**src/rtl/key_onehot_capture.sv**
```systemverilog
// rtl/key_onehot_capture.sv - synchronise, debounce and one-hot capture of 8 key lines
module key_onehot_capture #(
    parameter int STABLE_CYCLES = 16
) (
    input  logic       clk,
    input  logic       rst,
    input  logic [7:0] iKey,
    output logic [7:0] oData,
    output logic       oValid,
    output logic       oBusy,
    output logic       oErr
);

    localparam int            CW      = $clog2(STABLE_CYCLES) + 1;
    localparam logic [CW-1:0] CNT_MAX = CW'(STABLE_CYCLES - 1);

    typedef enum logic [1:0] {
        ST_IDLE,
        ST_PRESSED,
        ST_ERROR
    } state_t;

    logic [7:0]    s1;
    logic [7:0]    s2;
    logic [7:0]    key_last;
    logic [7:0]    key_db;
    logic [CW-1:0] cnt;

    state_t     state;
    state_t     state_d;
    logic [7:0] data_d;
    logic       valid_d;
    logic       err_d;

    logic db_zero;
    logic db_onehot;

    // Two-flop synchroniser; iKey is asynchronous to clk.
    always_ff @(posedge clk or posedge rst) begin
        if (rst) begin
            s1 <= 8'h00;
            s2 <= 8'h00;
        end else begin
            s1 <= iKey;
            s2 <= s1;
        end
    end

    // cnt saturates at CNT_MAX, so key_db keeps tracking a vector that stays stable.
    always_ff @(posedge clk or posedge rst) begin
        if (rst) begin
            key_last <= 8'h00;
            key_db   <= 8'h00;
            cnt      <= '0;
        end else begin
            key_last <= s2;
            if (s2 != key_last) begin
                cnt <= '0;
            end else if (cnt != CNT_MAX) begin
                cnt <= cnt + 1'b1;
            end
            if (cnt == CNT_MAX) begin
                key_db <= key_last;
            end
        end
    end

    assign db_zero   = (key_db == 8'h00);
    assign db_onehot = !db_zero && ((key_db & (key_db - 8'h01)) == 8'h00);

    always_ff @(posedge clk or posedge rst) begin
        if (rst) begin
            state  <= ST_IDLE;
            oData  <= 8'h01;
            oValid <= 1'b0;
            oErr   <= 1'b0;
        end else begin
            state  <= state_d;
            oData  <= data_d;
            oValid <= valid_d;
            oErr   <= err_d;
        end
    end

    always_comb begin
        state_d = state;
        data_d  = oData;
        valid_d = 1'b0;
        err_d   = oErr;
        case (state)
            ST_IDLE: begin
                if (db_onehot) begin
                    data_d  = key_db;
                    valid_d = 1'b1;
                    state_d = ST_PRESSED;
                end else if (!db_zero) begin
                    err_d   = 1'b1;
                    state_d = ST_ERROR;
                end
            end
            ST_PRESSED: begin
                // Rollover or extra keys while held are deliberately ignored.
                if (db_zero) begin
                    state_d = ST_IDLE;
                end
            end
            ST_ERROR: begin
                err_d = 1'b1;
                if (db_zero) begin
                    err_d   = 1'b0;
                    state_d = ST_IDLE;
                end
            end
            default: begin
                state_d = ST_IDLE;
                err_d   = 1'b0;
            end
        endcase
    end

    assign oBusy = (state != ST_IDLE);

endmodule

```
**config.mk**
```make
export PLATFORM = sky130hd
export DESIGN_NAME = key_onehot_capture
export DESIGN_NICKNAME = d
export VERILOG_FILES = /design/src/rtl/key_onehot_capture.sv
export SDC_FILE = /design/constraint.sdc
export NUM_CORES = 1
export LEC_CHECK = 0
export CAP_MARGIN = 10
export CORE_ASPECT_RATIO = 0.6
export CORE_MARGIN = 2
export CORE_UTILIZATION = 49
export DETAILED_ROUTE_END_ITERATION = 8
export GPL_TIMING_DRIVEN = 0
export PLACE_DENSITY = 0.74
export SKIP_LAST_GASP = 1
export SYNTH_ARGS = -nofsm -noshare
export SYNTH_HDL_FRONTEND = slang
export SYNTH_SLANG_ARGS = --single-unit
```
**constraint.sdc**
```tcl
create_clock -name clk -period 2.1 [get_ports clk]
set_clock_uncertainty 0.15 [all_clocks]
set_input_delay 0.315 -clock clk [delete_from_list [all_inputs] [get_ports clk]]
set_output_delay 0.315 -clock clk [all_outputs]
set_load 0.01 [all_outputs]
```
Yosys cells after proc, flatten, opt, wreduce, memory -nomap -nowiden
Cells that the tools add are included.

Word-level logic and storage cells: 45. Input bits: 10. Register bits: 49. Output and inout port bits: 11.

$add $sub $neg: 2. Equality and inequality tests: 9. Reduce and logical (&&, ||, !) cells: 11. Mux-type cells: 12. Bitwise operators: 2.

Operators by type and width (number): 8-bit logical NOT (2); 5-bit two-way mux (2); 8-bit AND (1); 8-bit != test (1); 8-bit by 1-bit subtractor with 8-bit output, second input constant (1); 2-bit two-way mux (3); 5-bit by 1-bit adder with 5-bit output, second input constant (1); 5-bit by 4-bit equality test with 1-bit output, second input constant (1); 1-bit two-way mux (5); 5-bit by 4-bit != test with 1-bit output, second input constant (1); 2-bit != test, second input constant (2); 2-bit one-hot mux with 2 select lines (1); 2-bit AND reduction (2); 2-bit nonzero test (2); 3-bit != test, second input constant (1); 1-bit one-hot mux with 3 select lines (1); 3-bit AND reduction (1); 2-bit by 1-bit equality test with 1-bit output, second input constant (1); 2-bit equality test, second input constant (1); 2-bit logical NOT (1); 2-bit by 1-bit != test with 1-bit output, second input constant (1); 2-bit OR reduction (1); 1-bit logical AND (1); 1-bit logical NOT (1); 1-bit inverter (1).

Logic depth before layout (Yosys ltp)
Depth in word-level cells: 6. Gate-level depth with buffers: 7. Depth with buffers taken out: 6.

Least setup slack after synthesis
Ideal clock, no wire load.

Path kind: reg2reg. From: register state[0]. To: register oData[1]. Period minus slack after synthesis: 2057 ps. Setup time: 125 ps. Arrival: 1783 ps. Data required time: 1825 ps. Cell stages (with the launch flop): 7. Path buffers: 1. Path slack: 43 ps. Cell sequence: dfrtp_1 -> inv_1 -> ha_1 -> clkbuf_1 -> inv_1 -> o32ai_4 -> mux2_2.

Longest elaborated chain between the ends: 2.

Ends and longest elaborated chain: from (decl) (line 29) `state_t state;`; from (signal assigned) (line 78) `state <= state_d;`; 2-bit logical NOT (line 90) `case (state)`; 2-bit AND reduction (no source line); to (signal assigned) (line 79) `oData <= data_d;`; to (decl) (line 8) `output logic [7:0] oData,`.

Every way passes these cells. A chain may end at the register's enable or synchronous reset.

Worst setup path in the final report
From: register key_db[6]. To: register oData[3].

Longest elaborated chain between the ends: 5. Elaborated cells between the ends (all ways): 7. Classes of those cells: add/sub (1); bitwise (1); reduce/logical (5).

Ends and longest elaborated chain: from (decl) (line 26) `logic [7:0] key_db;`; from (signal assigned) (line 63) `key_db <= key_last;`; 8-bit by 1-bit subtractor with 8-bit output (line 69) `assign db_onehot = !db_zero && ((key_db & (key_db - 8'h01)) == 8'h00);`; 8-bit AND (line 69); 8-bit logical NOT (line 69); 1-bit logical AND (*) (line 69); 2-bit AND reduction (no source line) (*).

Mark *: on every way between the ends. The rest lies on a longest branch, timed or not.

==> parameters.txt <==
Parameter                              Value

Layout
  Count of inserted antenna diode cells ... 0
  Layout overhead on the synthesized area ... 23.9%
  Net count reported at finish ... 177
  Fraction of final layout cells sized beyond drive strength 1 ... 0.282
  Post-route core utilization ... 0.632

GRT
  Met3 GRT Util ... 0.0587
  Global routing's busiest layer ... met2
  Largest net degree at the start of global routing ... 30
  First-pass GRT wire length ... 5.38 mm
  Number of antenna violations at the first check in global routing ... 0
  Via count of the first global-routing pass ... about 1100
  GR met2 Demand/Resource ... 0.253
  All-Layer GR Usage ... 0.168
  GR met1 Demand/Resource ... 0.219
  Overflow after GRT ... 0

Power
  Post-layout power ... approximately 1600 uW
  Worst supply voltage drop on vdd ... about 0.48 mV
  Power per Cell Area ... about 690 nW/um^2
  Leakage power summed over all cells ... approximately 0.0011 uW

Floorplanning
  Top-level I/O count ... 21
  Die Ht ... ~52 um
  Row cnt ... 17
  Core area ... approximately 3700 um^2
  Initial standard-cell utilization of the core ... 0.510
  Total Die Area ... between 4000 and 5000 um^2
  Chip Width ... around 84 um

STA
  Transition time at the pin with the least slew margin ... ~430 ps
  Final min period ... about 2000 ps
  F_max ... 492 MHz
  Worst max-slew margin expressed relative to the limit ... 0.713
  Share of the clock period used by the worst path ... 0.968
  Final hold slack ... roughly 170 ps
  Final count of hold timing violations ... 0
  Final number of max-transition violations ... 0
  Setup violation total in the final timing report ... 0

Status
  Outcome ... complete, no violations

Routing
  Length of the first detailed-routing pass in iterations ... 4
  WL per Instance ... 14.5 um
  Number of nets still failing antenna checks after routing ... 0
  DR vias/cell ... about 5.3
  Initial DRC Count ... 38
  Routed wire length ... about 3.0 mm
  Via count of the routed design ... between 1000 and 1500
  Post-route DRC ... 0

Yosys
  Post-Synthesis Cells ... 130
  Sequential cell area fraction in the yosys report ... 0.654
  Syn_area_per_cell ... about 14 um^2
  Post-synth EDFFs ... 0
  Async set-reset flop share out of synthesis ... 1.00
  Post-synth cell types ... 30
  Warning count from the yosys run ... 0
  Netlist area before placement ... ~1900 um^2
  Most instantiated flip-flop cell in the synthesis netlist ... dfrtp_1
  Net count of the mapped netlist ... around 150
  Number of synthesized register bits ... 49

Clock network
  CTS Hold Buffers Added ... 0
  Inserted Clock Buffers ... 5
  Root Buffer Master ... clkbuf_8
  Clk Latency, worst-skew pair ... ~300 ps
  Worst-case clock buffer depth ... 2
  Number of sinks on the clock net ... 49
  H-tree depth ... 2
  Reg clk slew, reported paths ... approximately 100 ps
  TritonCTS clock tree ... yes

Worst setup path
  Reg2Reg Setup Slack ... between 60 and 70 ps
  CP Class ... register to register
  Data required time of the worst path ... about 2100 ps
  Data arrival time at the worst-slack endpoint ... around 2100 ps
  Nature of the critical path endpoint ... register
  CP startpoint kind ... register
  CP Max Fanout ... 5

Place
  Final weighted congestion in routability-driven placement ... ~0.71
  Post-detailed-placement half-perimeter wirelength ... roughly 2.1 mm
  Port Buffers ... 20

Job
  Max cap viols ... 0

Hold path
  Hold/Removal Path Class ... input pin to async pin
-- power breakdown --
group          total, uW  switching, uW  leakage, uW  internal, uW
clock                571            330    0.0000447           241
sequential           980           13.3     0.000620           966
combinational       50.8           25.4     0.000419          25.5
total               1600            369      0.00108          1230
-- cells by family (layout without fill, tap and decap cells) --
group / after synthesis / in the layout / share of synthesized area
buffers and inverters: 8 / 41 / 0.0160
flip-flops: 49 / 49 / 0.654
AND/OR/NAND/NOR: 26 / 26 / 0.0747
adder cells (fa/ha/maj): 5 / 5 / 0.0333
multiplexers: 18 / 18 / 0.107
XOR/XNOR: 12 / 12 / 0.0560
AO/OA/AOI/OAI: 12 / 12 / 0.0587
-- placed cells by master, fill, tap and decap left out, types with 2 or more instances in the layout --
cell             count
a211oi_1             2
a21oi_1              2
buf_4                4
clkbuf_8             5
clkdlybuf4s50_1     19
dfrtp_1             45
dfrtp_2              3
ha_1                 4
inv_1                5
mux2_2              17
nand2_1              3
nor2_1               9
nor4_1               2
nor4b_1              2
xor2_1              11
-- stage by stage --
step	setup WS, ps	setup TNS (ps)	instance area (um^2)	std cells
5_1_grt	-6.34	-11.3	2330	210
3_5_place_dp	-212	-1570	2160	198
4_1_cts	-38.4	-38.4	2280	208
6_report	68.0	0	2330	210
3_3_place_gp	-335	-16460	2140	197
2_1_floorplan	42.6	0	1880	130
-- cell usage after synthesis (2+ instances only) --
| cell type | number | area share |
|---|---|---|
| a21oi_1 | 2 | 0.0053 |
| nor2_1 | 9 | 0.018 |
| nor4b_1 | 2 | 0.0093 |
| nor4_1 | 4 | 0.013 |
| dfrtp_1 | 48 | 0.64 |
| xor2_1 | 11 | 0.051 |
| a211oi_1 | 3 | 0.012 |
| ha_1 | 5 | 0.033 |
| inv_1 | 6 | 0.012 |
| mux2_2 | 17 | 0.10 |
| nand2_1 | 4 | 0.0080 |
-- flip-flops by register name (all words and copies together) (netlist names) --
| register | cells |
|---|---|
| s2 | 8 |
| oValid | 1 |
| oErr | 1 |
| oData | 8 |
| state | 2 |
| s1 | 8 |
| key_db | 8 |
| cnt | 5 |
| key_last | 8 |
-- repair_timing --
item | in CTS | in global routing
gates cloned | 0 | 0
setup buffers | 3 | 2
pin swaps | 1 | 1
setup endpoints to repair | 15 | 10
gates resized for setup | 3 | 9
-- cell type report --
class | count | area [um^2]
flip-flops and latches | 49 | 1230
multi-input cells | 73 | 651
clock buffers | 5 | 68.8
well taps | 47 | 58.8
clock inverters | 3 | 25.0
inverters | 6 | 22.5
fillers | 283 | 1350
repair buffers | 26 | 264
plain buffers | 1 | 5.00
-- final timing paths --
kind,from,to,cells after the start
min reg2reg,s1[4],s2[4],0
min in group clk,s1[4],s2[4],0
max,key_db[6],oData[3],5
max reg2reg,key_db[6],oData[3],5
min,rst,s1[0],2
max in group asynchronous,rst,oData[0],3
-- routing by layer --
layer | wire length (um) | share of wire
met2 | 1410 | 0.46
met4 | 66 | 0.022
met3 | 150 | 0.049
met5 | 0 | 0
met1 | 1410 | 0.46
-- critical path, cell delays in order, from the launching register on --
cell	delay, ps
dfrtp_2	460
nor4_4	360
nand2_2	130
o32ai_4	310
buf_4	180
mux2_2	340
No activity file was read; power rests on OpenSTA's default activity.
